<file path="config.mk">
export PLATFORM = sky130hd
export DESIGN_NAME = sram_mem_ctrl_flat
export DESIGN_NICKNAME = d
export VERILOG_FILES = /design/src/rtl/sram_ctrl_pkg.sv /design/src/rtl/sram_mem_ctrl_if.sv /design/src/rtl/sram_byte_merge.sv /design/src/rtl/sram_mem_ctrl.sv /design/src/flat_wrapper.sv
export SDC_FILE = /design/constraint.sdc
export NUM_CORES = 1
export LEC_CHECK = 0
export ABC_AREA = 1
export CORE_ASPECT_RATIO = 1.1
export CORE_MARGIN = 2
export CORE_UTILIZATION = 40
export CTS_BUF_LIST = sky130_fd_sc_hd__clkbuf_4
export DETAILED_ROUTE_END_ITERATION = 8
export GPL_ROUTABILITY_DRIVEN = 1
export PLACE_DENSITY = 0.78
export SKIP_CTS_REPAIR_TIMING = 1
export SYNTH_ARGS = -nofsm -noshare
export SYNTH_HDL_FRONTEND = slang
export SYNTH_SLANG_ARGS = --single-unit
</file>
<file path="constraint.sdc">
create_clock -name clk -period 3.75 [get_ports clk]
set_input_delay 0.5625 -clock clk [delete_from_list [all_inputs] [get_ports clk]]
set_output_delay 0.5625 -clock clk [all_outputs]
set_load 0.005 [all_outputs]
</file>
<file path="src/rtl/sram_ctrl_pkg.sv">
// Shared types and constants for the SRAM memory-stage controller.
// Includes the byte-enable legality check used when ALIGN_CHECK_EN is defined.
package sram_ctrl_pkg;

    localparam int unsigned SRAM_DATA_WIDTH = 32;
    localparam int unsigned SRAM_ADDR_WIDTH = 8;
    localparam int unsigned NUM_LANES       = SRAM_DATA_WIDTH / 8;
    localparam logic [NUM_LANES-1:0] BE_FULL = '1;

    typedef enum logic [2:0] {
        StIdle,
        StRdCmd,
        StRdWait,
        StRmwRd,
        StRmwWait,
        StWrCmd,
        StResp
    } ctrl_state_e;

    // Legal only for a naturally aligned byte, half-word or word at the given offset.
    function automatic logic be_is_legal(input logic [NUM_LANES-1:0] be, input logic [1:0] off);
        logic legal;
        legal = 1'b0;
        case (be)
            4'b0001: legal = (off == 2'd0);
            4'b0010: legal = (off == 2'd1);
            4'b0100: legal = (off == 2'd2);
            4'b1000: legal = (off == 2'd3);
            4'b0011: legal = (off == 2'd0);
            4'b1100: legal = (off == 2'd2);
            4'b1111: legal = (off == 2'd0);
            default: legal = 1'b0;
        endcase
        return legal;
    endfunction

endpackage

</file>
<file path="src/rtl/sram_mem_ctrl_if.sv">
// Request/response bus between the load/store unit (master) and the SRAM controller (slave).
interface sram_mem_ctrl_if
    import sram_ctrl_pkg::*;
#(
    parameter int unsigned DATA_WIDTH = SRAM_DATA_WIDTH,
    parameter int unsigned ADDR_WIDTH = SRAM_ADDR_WIDTH
);

    logic                    req_valid;
    logic                    req_ready;
    logic                    req_we;
    logic [ADDR_WIDTH+1:0]   req_addr;
    logic [DATA_WIDTH/8-1:0] req_be;
    logic [DATA_WIDTH-1:0]   req_wdata;
    logic                    rsp_valid;
    logic                    rsp_ready;
    logic [DATA_WIDTH-1:0]   rsp_rdata;
    logic                    rsp_err;

    modport master (
        output req_valid, req_we, req_addr, req_be, req_wdata, rsp_ready,
        input  req_ready, rsp_valid, rsp_rdata, rsp_err
    );

    modport slave (
        input  req_valid, req_we, req_addr, req_be, req_wdata, rsp_ready,
        output req_ready, rsp_valid, rsp_rdata, rsp_err
    );

endinterface

</file>
<file path="src/rtl/sram_byte_merge.sv">
// Lane-wise merge of store data over the word read back from SRAM (read-modify-write).
module sram_byte_merge #(
    parameter int unsigned DATA_WIDTH = 32
) (
    input  logic [DATA_WIDTH/8-1:0] be,
    input  logic [DATA_WIDTH-1:0]   wdata,
    input  logic [DATA_WIDTH-1:0]   rdata,
    output logic [DATA_WIDTH-1:0]   merged
);

    for (genvar i = 0; i < DATA_WIDTH / 8; i++) begin : g_lane
        assign merged[i*8 +: 8] = be[i] ? wdata[i*8 +: 8] : rdata[i*8 +: 8];
    end

endmodule

</file>
<file path="src/rtl/sram_mem_ctrl.sv">
// Memory-stage controller driving a single-port SRAM; partial stores become read-modify-write.
// Define ALIGN_CHECK_EN to reject stores with misaligned or non-contiguous byte enables.
module sram_mem_ctrl
    import sram_ctrl_pkg::*;
#(
    parameter int unsigned DATA_WIDTH = SRAM_DATA_WIDTH,
    parameter int unsigned ADDR_WIDTH = SRAM_ADDR_WIDTH
) (
    input  logic                  clk,
    input  logic                  rst,
    sram_mem_ctrl_if.slave        bus,
    output logic                  sram_csb,
    output logic                  sram_web,
    output logic [ADDR_WIDTH-1:0] sram_addr,
    output logic [DATA_WIDTH-1:0] sram_din,
    input  logic [DATA_WIDTH-1:0] sram_dout
);

    localparam int unsigned LANES = DATA_WIDTH / 8;

    ctrl_state_e state_q, state_d;

    logic [LANES-1:0]      be_q;
    logic [DATA_WIDTH-1:0] wdata_q;
    logic                  csb_q, web_q;
    logic [ADDR_WIDTH-1:0] addr_q;
    logic [DATA_WIDTH-1:0] din_q;
    logic [DATA_WIDTH-1:0] rdata_q;
    logic                  err_q;
    logic                  accept;
    logic                  reject;
    logic [DATA_WIDTH-1:0] merged;

    assign accept = bus.req_valid && (state_q == StIdle);

`ifdef ALIGN_CHECK_EN
    assign reject = bus.req_we && !be_is_legal(bus.req_be, bus.req_addr[1:0]);
`else
    assign reject = 1'b0;
`endif

    sram_byte_merge #(
        .DATA_WIDTH(DATA_WIDTH)
    ) u_merge (
        .be    (be_q),
        .wdata (wdata_q),
        .rdata (sram_dout),
        .merged(merged)
    );

    always_comb begin
        state_d = state_q;
        unique case (state_q)
            StIdle: begin
                if (bus.req_valid) begin
                    if (reject) begin
                        state_d = StResp;
                    end else if (!bus.req_we) begin
                        state_d = StRdCmd;
                    end else if (bus.req_be == BE_FULL) begin
                        state_d = StWrCmd;
                    end else if (bus.req_be == '0) begin
                        state_d = StResp;
                    end else begin
                        state_d = StRmwRd;
                    end
                end
            end
            StRdCmd:   state_d = StRdWait;
            StRdWait:  state_d = StResp;
            StRmwRd:   state_d = StRmwWait;
            StRmwWait: state_d = StWrCmd;
            StWrCmd:   state_d = StResp;
            StResp: begin
                if (bus.rsp_ready) begin
                    state_d = StIdle;
                end
            end
            default:   state_d = StIdle;
        endcase
    end

    always_ff @(posedge clk or posedge rst) begin
        if (rst) begin
            state_q <= StIdle;
        end else begin
            state_q <= state_d;
        end
    end

    // SRAM pins are registered off the next state so each command lasts exactly one cycle.
    always_ff @(posedge clk or posedge rst) begin
        if (rst) begin
            csb_q   <= 1'b1;
            web_q   <= 1'b1;
            addr_q  <= '0;
            din_q   <= '0;
            be_q    <= '0;
            wdata_q <= '0;
            rdata_q <= '0;
            err_q   <= 1'b0;
        end else begin
            csb_q <= !(state_d inside {StRdCmd, StRmwRd, StWrCmd});
            web_q <= (state_d != StWrCmd);
            if (accept) begin
                addr_q  <= bus.req_addr[ADDR_WIDTH+1:2];
                din_q   <= bus.req_wdata;
                be_q    <= bus.req_be;
                wdata_q <= bus.req_wdata;
                rdata_q <= '0;
                err_q   <= reject;
            end
            if (state_q == StRdWait) begin
                rdata_q <= sram_dout;
            end
            if (state_q == StRmwWait) begin
                din_q <= merged;
            end
        end
    end

    assign sram_csb      = csb_q;
    assign sram_web      = web_q;
    assign sram_addr     = addr_q;
    assign sram_din      = din_q;
    assign bus.req_ready = (state_q == StIdle);
    assign bus.rsp_valid = (state_q == StResp);
    assign bus.rsp_rdata = rdata_q;
    assign bus.rsp_err   = err_q;

endmodule

</file>
<file path="src/flat_wrapper.sv">
// flat-port wrapper written by rule: the top's interface ports become plain ports
module sram_mem_ctrl_flat import sram_ctrl_pkg::*;
#(
    parameter int unsigned DATA_WIDTH = SRAM_DATA_WIDTH,
    parameter int unsigned ADDR_WIDTH = SRAM_ADDR_WIDTH
)
  (clk, rst, sram_csb, sram_web, sram_addr, sram_din, sram_dout, bus_req_valid, bus_req_we, bus_req_addr, bus_req_be, bus_req_wdata, bus_rsp_ready, bus_req_ready, bus_rsp_valid, bus_rsp_rdata, bus_rsp_err);
  sram_mem_ctrl_if #(.DATA_WIDTH(DATA_WIDTH), .ADDR_WIDTH(ADDR_WIDTH)) bus_i ();
  input  logic clk;
  input  logic rst;
  output logic sram_csb;
  output logic sram_web;
  output logic [ADDR_WIDTH-1:0] sram_addr;
  output logic [DATA_WIDTH-1:0] sram_din;
  input  logic [DATA_WIDTH-1:0] sram_dout;
  input wire logic [$bits(bus_i.req_valid)-1:0] bus_req_valid;
  input wire logic [$bits(bus_i.req_we)-1:0] bus_req_we;
  input wire logic [$bits(bus_i.req_addr)-1:0] bus_req_addr;
  input wire logic [$bits(bus_i.req_be)-1:0] bus_req_be;
  input wire logic [$bits(bus_i.req_wdata)-1:0] bus_req_wdata;
  input wire logic [$bits(bus_i.rsp_ready)-1:0] bus_rsp_ready;
  output wire logic [$bits(bus_i.req_ready)-1:0] bus_req_ready;
  output wire logic [$bits(bus_i.rsp_valid)-1:0] bus_rsp_valid;
  output wire logic [$bits(bus_i.rsp_rdata)-1:0] bus_rsp_rdata;
  output wire logic [$bits(bus_i.rsp_err)-1:0] bus_rsp_err;
  assign bus_i.req_valid = bus_req_valid;
  assign bus_i.req_we = bus_req_we;
  assign bus_i.req_addr = bus_req_addr;
  assign bus_i.req_be = bus_req_be;
  assign bus_i.req_wdata = bus_req_wdata;
  assign bus_i.rsp_ready = bus_rsp_ready;
  assign bus_req_ready = bus_i.req_ready;
  assign bus_rsp_valid = bus_i.rsp_valid;
  assign bus_rsp_rdata = bus_i.rsp_rdata;
  assign bus_rsp_err = bus_i.rsp_err;
  sram_mem_ctrl #(.DATA_WIDTH(DATA_WIDTH), .ADDR_WIDTH(ADDR_WIDTH)) u_core (.clk(clk), .rst(rst), .bus(bus_i), .sram_csb(sram_csb), .sram_web(sram_web), .sram_addr(sram_addr), .sram_din(sram_din), .sram_dout(sram_dout));
endmodule
</file>
==> impl_metrics.ini <==
[critical_path]
crit_start = u_core.state_q[0]
crit-reg2reg-capture = u_core.bus.rsp_rdata[4]
cp-end-kind = output port
ff2ff_path_depth = 6
r2r-start = u_core.state_q[0]
critPathArrivalTime_ns = 1.87
critPathMaxFanout = 4
r2r_slack_ns = 1.75
cp-start-kind = flip-flop
cp.required_ns = 3.19
crit_end = bus_req_ready
worst-setup-path-type = flip-flop to output port

[finish]
fillers = 1096
drive_above_1_share_pct = 5.430
synthToLayoutAreaGrowth_pct = 38.99
fin_nets = 825

[clocking]
clk-insertion-delay-late_ns = 0.49
clk_path_buf_depth = 2
cts_tree = built
clk_pin_slew_ns = 0.10
clock-root-buffer = clkbuf_4
htreeDepth = 4
numClockSinks = 113
cts_buffers = 17

[hold_path]
hold_path_class = input port to async pin

[synthesis]
synth_area_leaders = dfrtp_1, nand2_1, nand3_1, o21ai_0, inv_1
synth_edf_count = 0
synth_largest_area_cell = dfrtp_1
async_flop_share_pct = 100.0
syn_nets = 676
ys_warn_count = 0
yosysMostFrequentCell = nand2_1
ys_ff_latch = 113
ys_top_cells_by_count = nand2_1, dfrtp_1, inv_1
syn_area_per_cell_um2 = 8.134
netlist-cell-type-count = 20
synth_ff_type = dfrtp_1
ys_seq_area_share_pct = 58.68
yosysTopAreaCellShare_pct = 57.59
synth_cells = 593
synth_area_um2 = 4823

[die]
rows = 42
die_width_um = 108.7
die-area_um2 = 12950
start_util_pct = 40.61
coreArea_um2 = 11880
io_pins = 160
die_y_um = 119.2

[grt]
grtUsageTotal_pct = 21.64
grt_pass1_vias = 4325
grt_max_degree = 57
grt_pass1_wl_um = 21620
grt_overflow = 0
antenna_found_initial = 1

[timing]
hold_violations = 0
timing.final.crit_share_pct = 64.91
fmax_mhz = 410.8
tns_ns = 0
tightestPinTransition_ns = 1.156
whs_ns = 0.3209
period_needed_ns = 2.434
setup_viol = 0
relSlewSlack_pct = 22.85
rsz0062_at_grt = no
finClkSkew_ns = 0.01504
slew_viol_final = 0

[drt]
first_pass_iters = 4
via_per_inst = 4.765
ant_nets = 0
drc_errors = 0
wire_per_inst_um = 14.49
drt-initial-drc-count = 270
wl_um = 13190
vias = 4336

[placement]
dp_hpwl_um = 9022
io_buffers = 156
place_congestion = 0.8219

[power]
leakagePower_nw = 3.367
total_power_mw = 5.290
powerDensity_nw_per_um2 = 789.1
ir_drop_mv = 0.3091

[status]
status = completed

[flow_run]
cap_violations = 0
-- cells by family after synthesis --
group	Yosys count	share of synthesized area, %
compound gates	51	5.292
buf+inv	74	6.900
flops	113	58.68
other cells	1	0.07775
simple gates	354	29.05
-- state kept, by name, summed over array words and instances (netlist names) --
| register | cells |
|---|---|
| u_core.bus.rsp_rdata | 32 |
| u_core.sram_din | 32 |
| u_core.wdata_q | 32 |
| u_core.sram_addr | 8 |
| u_core.be_q | 4 |
| u_core.state_q | 3 |
| u_core.sram_csb | 1 |
| u_core.sram_web | 1 |
-- layout make-up --
| type | instances | area, um^2 | share of cell area, % |
|---|---|---|---|
| Antenna cell | 1 | 2.502 | 0.03733 |
| Clock buffer | 22 | 165.2 | 2.464 |
| Clock inverter | 10 | 68.82 | 1.027 |
| Inverter | 45 | 171.4 | 2.557 |
| Multi-Input combinational cell | 406 | 1677 | 25.01 |
| Sequential cell | 113 | 2830 | 42.22 |
| Tap cell | 154 | 192.7 | 2.874 |
| Timing Repair Buffer | 159 | 1597 | 23.81 |
-- worst min-delay path by stage --
stage	depth (start not counted)	slack (ns)	startpoint	endpoint
after floorplan	2	0.44	u_core.wdata_q[16]	u_core.wdata_q[16]
after global placement	2	0.45	u_core.bus.rsp_rdata[16]	u_core.bus.rsp_rdata[16]
after detailed placement	2	0.46	u_core.bus.rsp_rdata[1]	u_core.bus.rsp_rdata[1]
after CTS	2	0.27	rst	u_core.bus.rsp_rdata[19]
after global routing	2	0.29	rst	u_core.sram_din[19]
final	2	0.32	rst	u_core.sram_din[20]
-- power by group --
group          internal (mW)  leakage (nW)  switching (mW)
sequential              1.82          1.42           0.390
combinational           1.17          1.81            1.12
clock                  0.351         0.139           0.432
-- cell usage in the layout (no fill, tap or decap) --
master / n
nand2_1: 292
o21ai_4: 1
inv_1: 42
diode_2: 1
a21oi_1: 17
clkinv_1: 5
conb_1: 1
dfrtp_1: 111
bufinv_16: 1
nand2_2: 1
buf_4: 2
nor2_4: 2
inv_4: 1
nor2_1: 24
nand3_1: 33
inv_2: 2
nor2_2: 1
clkinv_2: 4
dfstp_2: 2
nor2_8: 1
clkbuf_4: 22
o21ai_0: 33
buf_12: 1
clkdlybuf4s50_1: 156
-- through the flow --
stage               instances  setup WS, ns  instance area, um^2  utilization (%)
global placement          877         1.302                 6467            54.46
CTS                       909         1.253                 6701            56.43
floorplan                 593        0.2035                 4823                -
global route              910         1.182                 6704            56.45
detailed placement        877         1.261                 6467            54.46
finish                    910         1.316                 6704            56.45
-- critical path, cell delays in order (launching register included) --
cell             delay, ns
dfrtp_1               0.43
nor2_2                0.23
nand2_2               0.15
inv_1                 0.08
clkdlybuf4s50_1       0.50
-- per-layer routing --
layer  GRT usage [%]  routed length [um]  up-vias
met4           7.212                 192        0
li1                -                   -     2119
met1           25.65                5440     2066
met3           6.349                 831       14
met2           37.23                6725      137
met5               0                   0        -
(Power assumes the default switching activity.)
